$ cat src/rtl/timer_pkg.sv
// Shared types and default sizes for the programmable down-count timer.
package timer_pkg;
    localparam int TIMER_WIDTH = 32;
    localparam int TIMER_PRE_W = 8;

    typedef enum logic [1:0] {
        IDLE = 2'd0,
        RUN  = 2'd1,
        DONE = 2'd2
    } timer_state_t;
endpackage

$ cat src/rtl/timer_prescaler.sv
// Reloadable prescaler: emits a one-cycle tick every pre+1 enabled cycles.
module timer_prescaler #(
    parameter int PRE_W = 8
) (
    input  logic             clk,
    input  logic             rst,
    input  logic             restart,
    input  logic             enable,
    input  logic [PRE_W-1:0] pre,
    output logic             tick
);
    logic [PRE_W-1:0] pre_cnt_q, pre_cnt_d;

    // Restart takes priority so a re-armed timer always begins a fresh phase.
    always_comb begin
        pre_cnt_d = pre_cnt_q;
        if (restart)
            pre_cnt_d = pre;
        else if (enable)
            pre_cnt_d = (pre_cnt_q == '0) ? pre : pre_cnt_q - PRE_W'(1);
    end

    assign tick = enable && !restart && (pre_cnt_q == '0);

    always_ff @(posedge clk or posedge rst) begin
        if (rst) pre_cnt_q <= '0;
        else     pre_cnt_q <= pre_cnt_d;
    end
endmodule

$ cat src/rtl/timer_ctrl.sv
// Down-count timer controller: FSM, live count and sticky irq/ovf flags;
// the tick rate comes from timer_prescaler.
module timer_ctrl
    import timer_pkg::*;
#(
    parameter int WIDTH = TIMER_WIDTH,
    parameter int PRE_W = TIMER_PRE_W
) (
    input  logic             clk,
    input  logic             rst,
    input  logic             cfg_we,
    input  logic [WIDTH-1:0] cfg_load,
    input  logic [PRE_W-1:0] cfg_pre,
    input  logic             cfg_periodic,
    input  logic             start,
    input  logic             stop,
    input  logic             irq_ack,
    output logic             busy,
    output logic [WIDTH-1:0] count,
    output logic             irq,
    output logic             ovf
);
    timer_state_t     state_q, state_d;
    logic [WIDTH-1:0] count_q, count_d;
    logic [WIDTH-1:0] load_reg_q, load_reg_d;
    logic [PRE_W-1:0] pre_reg_q, pre_reg_d;
    logic             periodic_reg_q, periodic_reg_d;
    logic             irq_q, irq_d;
    logic             ovf_q, ovf_d;
    logic             tick;
    logic             expire;

    timer_prescaler #(.PRE_W(PRE_W)) u_pre (
        .clk     (clk),
        .rst     (rst),
        .restart (start && !stop),
        .enable  ((state_q == RUN) && !stop),
        .pre     (pre_reg_q),
        .tick    (tick)
    );

    always_comb begin
        state_d        = state_q;
        count_d        = count_q;
        load_reg_d     = load_reg_q;
        pre_reg_d      = pre_reg_q;
        periodic_reg_d = periodic_reg_q;
        irq_d          = irq_q;
        ovf_d          = ovf_q;
        expire         = 1'b0;

        // A start in the same cycle still sees the old registers below.
        if (cfg_we && (state_q != RUN)) begin
            load_reg_d     = cfg_load;
            pre_reg_d      = cfg_pre;
            periodic_reg_d = cfg_periodic;
        end

        if (irq_ack) begin
            irq_d = 1'b0;
            ovf_d = 1'b0;
        end

        if (stop) begin
            state_d = IDLE;
        end else if (start) begin
            count_d = load_reg_q;
            if (load_reg_q == '0) begin
                expire  = 1'b1;
                state_d = DONE;
            end else begin
                state_d = RUN;
            end
        end else if ((state_q == RUN) && tick) begin
            if (count_q > WIDTH'(1)) begin
                count_d = count_q - WIDTH'(1);
            end else if (count_q == WIDTH'(1)) begin
                expire = 1'b1;
                if (periodic_reg_q) begin
                    count_d = load_reg_q;
                end else begin
                    count_d = '0;
                    state_d = DONE;
                end
            end
        end

        // Set beats clear for irq; a simultaneous ack still clears ovf.
        if (expire) begin
            irq_d = 1'b1;
            if (irq_q && !irq_ack) ovf_d = 1'b1;
        end
    end

    always_ff @(posedge clk or posedge rst) begin
        if (rst) begin
            state_q        <= IDLE;
            count_q        <= '0;
            load_reg_q     <= '0;
            pre_reg_q      <= '0;
            periodic_reg_q <= 1'b0;
            irq_q          <= 1'b0;
            ovf_q          <= 1'b0;
        end else begin
            state_q        <= state_d;
            count_q        <= count_d;
            load_reg_q     <= load_reg_d;
            pre_reg_q      <= pre_reg_d;
            periodic_reg_q <= periodic_reg_d;
            irq_q          <= irq_d;
            ovf_q          <= ovf_d;
        end
    end

    assign busy  = (state_q == RUN);
    assign count = count_q;
    assign irq   = irq_q;
    assign ovf   = ovf_q;
endmodule

$ cat config.mk
export PLATFORM = sky130hd
export DESIGN_NAME = timer_ctrl
export DESIGN_NICKNAME = d
export VERILOG_FILES = /design/src/rtl/timer_pkg.sv /design/src/rtl/timer_prescaler.sv /design/src/rtl/timer_ctrl.sv
export SDC_FILE = /design/constraint.sdc
export NUM_CORES = 1
export LEC_CHECK = 0
export ABC_AREA = 1
export CAP_MARGIN = 20
export CORE_MARGIN = 1
export CORE_UTILIZATION = 50
export DETAILED_ROUTE_END_ITERATION = 8
export PLACE_DENSITY = 0.76
export SYNTH_ARGS = -nofsm -noshare
export SYNTH_HDL_FRONTEND = slang
export SYNTH_SLANG_ARGS = --single-unit
$ cat constraint.sdc
create_clock -name clk -period 3.68 [get_ports clk]
set_input_delay 0.736 -clock clk [delete_from_list [all_inputs] [get_ports clk]]
set_output_delay 0.736 -clock clk [all_outputs]
set_load 0.05 [all_outputs]
Yosys cells after proc, flatten, opt, wreduce, memory -nomap -nowiden

Index checks and enable logic that the tools add are counted.

Flip-flop bits (word level): 85
Output and inout bits: 35

Order comparisons: 1
Equal/unequal tests: 5
Add/sub/neg operators: 2
Bitwise gates (word level): 1
Reduce and logical (&&, ||, !) cells: 20
Muxes and demuxes: 26

Operators with widths:

| operator                                                                | count |
|---|---|
| 32-bit 2-to-1 mux                                                       | 5 |
| 32-bit by 1-bit equality test with 1-bit output (second input constant) | 1 |
| 32-bit by 1-bit > comparator with 1-bit output (second input constant)  | 1 |
| 32-bit zero test                                                        | 1 |
| 32-bit by 1-bit subtractor with 32-bit output (second input constant)   | 1 |
| 8-bit 2-to-1 mux                                                        | 3 |
| 2-bit 2-to-1 mux                                                        | 7 |
| 1-bit 2-to-1 mux                                                        | 11 |
| 3-bit nonzero test                                                      | 3 |
| 8-bit zero test                                                         | 1 |
| 8-bit by 1-bit subtractor with 8-bit output (second input constant)     | 1 |
| 1-bit logical AND                                                       | 7 |
| 3-bit != test (second input constant)                                   | 2 |
| 2-bit nonzero test                                                      | 3 |
| 4-bit AND reduction                                                     | 1 |
| 1-bit zero test                                                         | 3 |
| 3-bit AND reduction                                                     | 1 |
| 2-bit by 1-bit equality test with 1-bit output (second input constant)  | 1 |
| 2-bit by 1-bit != test with 1-bit output (second input constant)        | 1 |
| 1-bit NOT                                                               | 1 |

Depth between registers and ports, before layout

Gate-level depths: netlist of the first run.

Depth after elaboration: 10
Gate-level depth with buffers: 13
Gate-level depth less buffers: 12

By module

From an unflattened synthesis of the first run, not the netlist that was laid out.

Cell total of the unflattened synthesis: 696
Area, all modules: 5206.2 sq um

By module, submodules not included:

| module          | times used | area each (sq um) | cells an instance |
|---|---|---|---|
| timer_ctrl      | 1          | 4549.4            | 603 |
| timer_prescaler | 1          | 656.9             | 93 |

Worst setup path after synthesis of the first run

Ideal clock, no wire load.

Path kind: register -> register
Start point: register count_q[0] (netlist: count[0])
End point: register count_q[5] (netlist: count[5])
Data required time: 3.614 ns
Period minus slack after synthesis: 2.054 ns
Data arrival time: 1.988 ns
Stages on the path, launching flop included: 12
Setup time: 0.066 ns
Setup slack: 1.626 ns
Path through: dfrtp_1 > inv_1 > ha_1 > nand2_4 > nor2_4 > nand2_4 > nor2_4 > nor2_1 > nand3_1 > nand2_1 > nand2_1 > nand2_1

Cells in the longest elaborated chain, start to end: 4

RTL lines:

| item                                                                                                            | line                               | source |
|---|---|---|
| start: declaration                                                                                              | timer_ctrl.sv:24                   | `logic [WIDTH-1:0] count_q, count_d;` |
| start signal: assignment                                                                                        | timer_ctrl.sv:106                  | `count_q <= count_d;` |
| 32-bit by 1-bit subtractor with 32-bit output or 32-bit by 1-bit > comparator with 1-bit output (tied branches) | timer_ctrl.sv:76, timer_ctrl.sv:75 |  |
| 32-bit 2-to-1 mux                                                                                               | timer_ctrl.sv:75                   | `if (count_q > WIDTH'(1)) begin` |
| 32-bit 2-to-1 mux                                                                                               | timer_ctrl.sv:74                   | `end else if ((state_q == RUN) && tick) begin` |
| 32-bit 2-to-1 mux                                                                                               | timer_ctrl.sv:66                   | `end else if (start) begin` |

Several ways; a longest one is shown, not always the timed one. The select of a mux whose other input is x is not followed.
A chain may end at the register's enable or synchronous reset.

Final worst setup path of the first run

Start point: register state_q[1]
End point: output busy

Cells in the longest elaborated chain, start to end: 1

RTL lines:

| item                                           | line              | source |
|---|---|---|
| start: declaration                             | timer_ctrl.sv:23  | `timer_state_t state_q, state_d;` |
| start signal: assignment                       | timer_ctrl.sv:105 | `state_q <= state_d;` |
| 2-bit by 1-bit equality test with 1-bit output | timer_ctrl.sv:115 | `assign busy = (state_q == RUN);` |
| end: declaration                               | timer_ctrl.sv:18  | `output logic busy,` |

Every way passes these cells.

==> results of run 1 <==
## registers in the layout (all words and copies together), names as in the netlist
signal,cells
periodic_reg_q,1
load_reg_q,32
u_pre.pre_cnt_q,8
state_q,2
count,32
ovf,1
pre_reg_q,8
irq,1
## final timing paths
path                            cells past startpoint  slack, ns                     start                         end
worst min-delay path                                1       0.51  pre_reg_q[4]$_DFFE_PP0P_    pre_reg_q[4]$_DFFE_PP0P_
max in group asynchronous                           3       2.24                       rst  load_reg_q[26]$_DFFE_PP0P_
worst max register to register                     11       1.33      count[0]$_DFFE_PP0P_       count[25]$_DFFE_PP0P_
worst min register to register                      1       0.51  pre_reg_q[4]$_DFFE_PP0P_    pre_reg_q[4]$_DFFE_PP0P_
worst max-delay path                                4       1.19    state_q[1]$_DFFE_PP0P_                        busy
min in group asynchronous                           2       0.77                       rst       count[22]$_DFFE_PP0P_
## critical path: stages (launching register included)
cell,delay [ns]
dfrtp_1,0.36
inv_1,0.06
nand2_1,0.07
inv_1,0.09
clkdlybuf4s50_1,0.81
## metrics by stage
step	std cells	util, %	hold WS, ns	total power [mW]	worst slack, ns
3_5_place_dp	851	60.71	0.4852	2.620	1.036
5_1_grt	867	63.01	0.5217	3.576	1.076
2_1_floorplan	649	-	0.4530	2.209	0.7505
3_3_place_gp	851	60.71	0.4733	2.590	1.063
6_report	867	63.01	0.5098	3.370	1.192
4_1_cts	867	63.01	0.5051	3.374	1.168
## where the power goes
group          leakage [nW]  switching (mW)  total [mW]  internal (mW)
clock network         0.112           0.351       0.750          0.399
registers              1.04           0.235        1.34           1.11
logic                  1.75           0.802        1.28          0.473
## logic make-up (layout without fill, tap and decap cells)
family | after synthesis | in the layout | synth area share [%]
compound gates | 44 | 44 | 4.817
xor+xnor | 16 | 16 | 2.810
fa+ha+maj | 4 | 4 | 1.004
buf+inv | 63 | 148 | 5.669
flops | 85 | 85 | 42.65
mux | 40 | 40 | 9.032
simple gates | 397 | 397 | 34.02
## area by class of cell
class | count | share of cell area, %
multi-input cells | 501 | 42.04
clock buffers | 10 | 2.245
well taps | 133 | 2.714
clock inverters | 6 | 1.408
inverters | 46 | 2.857
flip-flops and latches | 85 | 34.69
repair buffers | 86 | 14.04
## routing by layer
layer  global-route usage (%)  vias to the layer above
li1                         -                     2261
met1                    35.79                     2188
met2                    44.33                      183
met3                    4.172                       22
met4                    10.77                        0
met5                        0                        -
## cell usage in the layout (no fill, tap or decap), drive strengths merged
cell type	netlist	layout
clkdlybuf4s50	0	81
a21oi	5	5
inv	44	43
o21a	1	1
ha	4	4
nand2	233	233
clkinvlp	0	1
buf	13	5
mux2	40	40
nor2	94	94
o21ai	30	30
o21bai	1	1
nor4	1	1
xor2	10	10
clkinv	2	6
nand3	42	42
o22ai	2	2
clkbuf	4	10
dfrtp	85	85
bufinv	0	2
nor3	5	5
xnor2	6	6
or2	1	1
o211ai	5	5
nand4	21	21
==> results by group, run 1 <==
Run status
  – Status: finished clean

Detailed routing
  – DRT Pass-1 Iters: 5
  – DR vias: around 4700
  – Vias/cell: ~5.4
  – # DRC: 0
  – Routed wl met2: roughly 6300 um
  – 1st-iter DRT viols: roughly 360
  – Avg WL per Cell: about 15 um
  – Routed wl met3: just under 1000 um
  – Highest routed layer: met4
  – WL met1: ~5600 um
  – Final ANT Viol Nets: 0
  – Total wire length: 13080 um

Placement
  – Hpwl dp: about 9600 um
  – Placed cell areas: 5907 um^2
  – PortBufs: 81
  – Final Wtd Congestion: approximately 0.94

Critical path
  – Critical Path RT: around 2.9 ns
  – CP arrival: approximately 1.8 ns
  – Crit end category: output pin
  – Startpoint types: register
  – Maximum fanout along the worst path: 2
  – CP Class: reg2out

STA
  – Post-route clock skew: 0.008004 ns
  – Max-slew violations: 0
  – RSZ-0062 raised after global routing: false
  – Setup TNS: 0 ns
  – Final setup viols: 0
  – Worst slew pin tran: 0.7614 ns
  – Max-Slew Margin vs Limit: about half
  – Max frequency: approximately 400 MHz
  – Period utilisation layout: 67.61%
  – Min Tclk post-route: ~2.5 ns
  – Fin. Hold Viols: 0

Clock network
  – Post-CTS Setup Repair Bufs: 0
  – Post-CTS sizing: 0
  – Total CTS buffers: 9
  – CTS tree: done
  – Root buffer cell: clkbuf_8
  – Clock Sinks: 85
  – Worst skew pair latency: about 0.37 ns
  – Worst-path clk slew: 0.08 ns
  – Hold buffer count at CTS: 0
  – H-tree levels: 3
  – Clock buffer depth: 2

Cells and area
  – Post-Layout Inst Area: 6131 um^2
  – Sequential cell area: between 2000 and 2500 um^2
  – Share of cells above drive strength 1: between 10% and 20%
  – Nets@finish: 780
  – Antenna cells: 0
  – Multi-input logic area: roughly 2600 um^2
  – Fillcell total: ~900
  – Area Overhead vs Synth: 22.93%

Logic synthesis
  – Synth Instances: ~650
  – Average cell area after synthesis: 7.685 um^2
  – Synth area leader: dfrtp_1
  – FF+latch count, synth: between 80 and 90
  – Synth unique cells: 32
  – Post-synth EDFFs: 0
  – Async S/R FF share, synth: 100.0%
  – Top cells by count, synth: nand2_1, nor2_1, dfrtp_1
  – Seq/Total Area, Yosys: 42.65%
  – YS warnings: 0
  – Syn Nets: 700
  – Post-Syn Area: 4987 um^2
  – Top cells by area, synth: dfrtp_1, nand2_1, mux2_2
  – Synth top area share: around 43%
  – Top_reg_cell synth: dfrtp_1
  – Count leader, synth: nand2_1

GRT
  – Largest net degree at the start of global routing: between 40 and 50
  – Gr usage total: a little over a quarter
  – First-pass GRT wire length: around 21000 um
  – Vias in the first global route: approximately 4500
  – Antenna violations before repair: 0
  – Gr ovfl total: 0

Floorplan
  – Core ar.: approximately 9700 um^2
  – Die ar.: just over 10000 um^2
  – Die Height: roughly 100 um
  – Starting Density: 51.26%
  – DIE WIDTH: between 100 and 150 um
  – Std cell rows: 36
  – IO Pins: just over 80

Run
  – Number of max-cap violations: 0

Worst hold path
  – Tightest Hold Check Type: reg2reg

Pwr
  – Maximum vdd drop: 0.0002945 V
  – Pwr Density: ~550 nW/um^2
  – P_leak: a little under 3 nW
Note: power is estimated with default switching activity, not from simulation.
==> run 2: changes to the inputs <==
--- a/config.mk
+++ b/config.mk
@@ -8,9 +8,9 @@
 export ABC_AREA = 1
 export CAP_MARGIN = 20
 export CORE_MARGIN = 1
-export CORE_UTILIZATION = 50
+export CORE_UTILIZATION = 49
 export DETAILED_ROUTE_END_ITERATION = 8
-export PLACE_DENSITY = 0.76
+export PLACE_DENSITY = 0.77
 export SYNTH_ARGS = -nofsm -noshare
 export SYNTH_HDL_FRONTEND = slang
 export SYNTH_SLANG_ARGS = --single-unit
==> constraint.sdc (replaced) <==
create_clock -name clk -period 2.2 [get_ports clk]
set_input_delay 0.44 -clock clk [delete_from_list [all_inputs] [get_ports clk]]
set_output_delay 0.44 -clock clk [all_outputs]
set_load 0.05 [all_outputs]
==> run 2 against run 1 <==
  * Final area grew 3.2%
  * Non-clock buffer count grew 22
  * Clock power grew 57%
  * Count of clock-buffer cells in the layout grew 3
  * Die area grew 2.0%
  * Critical path depth shrank 3
  * Global-route usage grew 0.48 points
  * First-iteration DRC count grew 2.5%
  * Worst setup slack lost 1.2 ns
  * Sequential share of layout area shrank 1.1 points
  * Clock skew grew 0.0067 ns
  * Critical endpoint is now count[24]
  * Largest power group is now combinational cells
==> results by group, run 2 (synthesized netlist as in run 1, its figures left out) <==
Clock network
  – Post-CTS sizing: 0 (unchanged)
  – Worst-path clk slew: 0.09 ns (about the same)
  – Post-CTS Setup Repair Bufs: 0 (unchanged)
  – Hold buffer count at CTS: 0 (unchanged)
  – Root buffer cell: clkbuf_8
  – Clock Sinks: 85 (unchanged)
  – Worst skew pair latency: 0.36 ns (about the same)
  – H-tree levels: 3 (unchanged)
  – Total CTS buffers: 9 (unchanged)
  – Clock buffer depth: 2 (unchanged)
  – CTS tree: done

Critical path
  – Buf/Inv on CP: 1 (-2)
  – Maximum fanout along the worst path: 7 (+5)
  – Slowest-stage cell, CP: clkdlybuf4s50_1
  – Largest delay share family, worst path: buffers and inverters
  – CP Class: reg2out
  – CP arrival: 1.73 ns (-0.02 ns)
  – Critical path cell sequence: clkdlybuf4s50_1
  – Worst reg2reg setup slack: 0.16 ns (-1.17 ns)
  – CP Depth: 1 (-3)
  – Startpoint types: register
  – Crit end category: output pin
  – R2R cell count: 13 (+2)
  – CP peak stage delay: 0.87 ns (+0.06 ns)
  – Critical Path RT: 1.76 ns (-1.18 ns)

Cells and area
  – Most frequent cells in the layout: nand2_1, nor2_1, dfrtp_1, clkdlybuf4s50_1, inv_1
  – Commonest non-fill, non-tap cell in the layout: nand2_1
  – Nets@finish: 802 (+2.8%)
  – Share of cells above drive strength 1: 14.15% (+2.7 points)
  – Multi-input logic area: 2582 um^2 (+0.19%)
  – Sequential cell area: 2127 um^2 (unchanged)
  – Fillcell total: 886 (+0.91%)
  – Final design utilization: 64.41% (+1.4 points)
  – Antenna cells: 0 (unchanged)
  – Area Overhead vs Synth: 26.82%

STA
  – Setup TNS: 0 ns (unchanged)
  – Fin. Hold Viols: 0 (unchanged)
  – Max-Slew Margin vs Limit: 66.34% (+17 points)
  – Worst setup margin: 0.03178 ns (-1.160 ns)
  – Max frequency: around 460 MHz
  – Post-route clock skew: 0.01472 ns (+0.006716 ns)
  – Final setup viols: 0 (unchanged)
  – Hold WS: 0.3951 ns (-0.1147 ns)
  – Worst slew pin tran: 0.5033 ns (-0.2581 ns)
  – Min Tclk post-route: roughly 2.2 ns
  – RSZ-0062 raised after global routing: false
  – Max-slew violations: 0 (unchanged)
  – Period utilisation layout: 98.56%

Placement
  – Post-Place Setup Slack: 0.02048 ns (-1.016 ns)
  – Final Wtd Congestion: 0.8699 (-7.3%)
  – Hpwl dp: 10190 um (+5.8%)
  – PortBufs: 81 (unchanged)

Pwr
  – Pwr Density: 896.0 nW/um^2 (+63%)
  – Maximum vdd drop: 0.0005139 V (+75%)
  – P_leak: 3.026 nW (+4.4%)

Floorplan
  – Starting Density: 50.79% (-0.47 points)
  – Core ar.: 9819 um^2 (+0.93%)
  – Die Height: 102.9 um (+1.0%)
  – Die ar.: 10590 um^2 (+2.0%)
  – IO Pins: 82 (unchanged)
  – Std cell rows: 36 (unchanged)
  – DIE WIDTH: 102.9 um (+1.0%)

Detailed routing
  – Total wire length: 13390 um (+2.4%)
  – Avg WL per Cell: 15.06 um (-0.13%)
  – Final ANT Viol Nets: 0 (unchanged)
  – Vias/cell: 5.324 (-0.82%)
  – DRT Pass-1 Iters: 5 (unchanged)
  – # DRC: 0 (unchanged)
  – DR vias: 4733 (+1.7%)
  – 1st-iter DRT viols: 373 (+2.5%)

GRT
  – First-pass GRT wire length: 22150 um (+3.8%)
  – Antenna violations before repair: 0 (unchanged)
  – Gr ovfl total: 0 (unchanged)
  – Gr usage total: 27.41% (+0.48 points)
  – Largest net degree at the start of global routing: 46 (-6.1%)
  – Vias in the first global route: 4581 (+2.8%)

Run status
  – Status: finished clean

Worst hold path
  – Tightest Hold Check Type: in2async

Run
  – Number of max-cap violations: 0 (unchanged)
==> run 2: changes by cell type in the layout (fill, tap and decap cells not counted), sizes merged <==
| cell | delta |
|---|---|
| clkdlybuf4s50 | -1 |
| clkbuf | +3 |
| dlymetal6s2s | +1 |
| bufinv | -1 |
| buf | +22 |
| clkinvlp | +1 |
| clkinv | -3 |
==> run 2: report_power, final <==
part           internal, mW  total [mW]  switching [mW]
Clock                 0.617        1.18           0.565
Combinational         0.878        2.32            1.45
Sequential             1.86        2.16           0.303
==> run 2: worst paths after layout <==
kind / startpoint / end
worst max register to register: count[0]$_DFFE_PP0P_ / count[17]$_DFFE_PP0P_
worst max-delay path: count[24]$_DFFE_PP0P_ / count[24]
worst min-delay path: rst / load_reg_q[15]$_DFFE_PP0P_
worst min register to register: pre_reg_q[7]$_DFFE_PP0P_ / pre_reg_q[7]$_DFFE_PP0P_
max in group asynchronous: rst / load_reg_q[25]$_DFFE_PP0P_
min in group clk: pre_reg_q[7]$_DFFE_PP0P_ / pre_reg_q[7]$_DFFE_PP0P_
==> run 2: area by class of cell <==
type	count	area share, %
multi-input combinational	501	40.83
tap	133	2.631
timing repair buffer	108	16.72
sequential	85	33.63
clock inverter	3	0.6726
inverter	46	2.849
clock buffer	13	2.671
==> run 2: metrics by stage <==
stage | total power [mW] | area (um^2) | instances
after floorplan | 3.696 | 4991 | 649
after global placement | 4.424 | 6100 | 873
after detailed placement | 4.494 | 6100 | 873
after CTS | 5.673 | 6311 | 889
after global routing | 6.004 | 6325 | 889
final | 5.667 | 6325 | 889
==> run 2: metal layers <==
metal	track usage, %	vias up	routed length [um]	part of all wire (%)
met2	45.59	201	6409	48
met3	3.186	19	954	7.1
met5	0	-	0	0
li1	-	2302	-	-
met4	10.08	0	273	2.0
met1	37.02	2211	5751	43
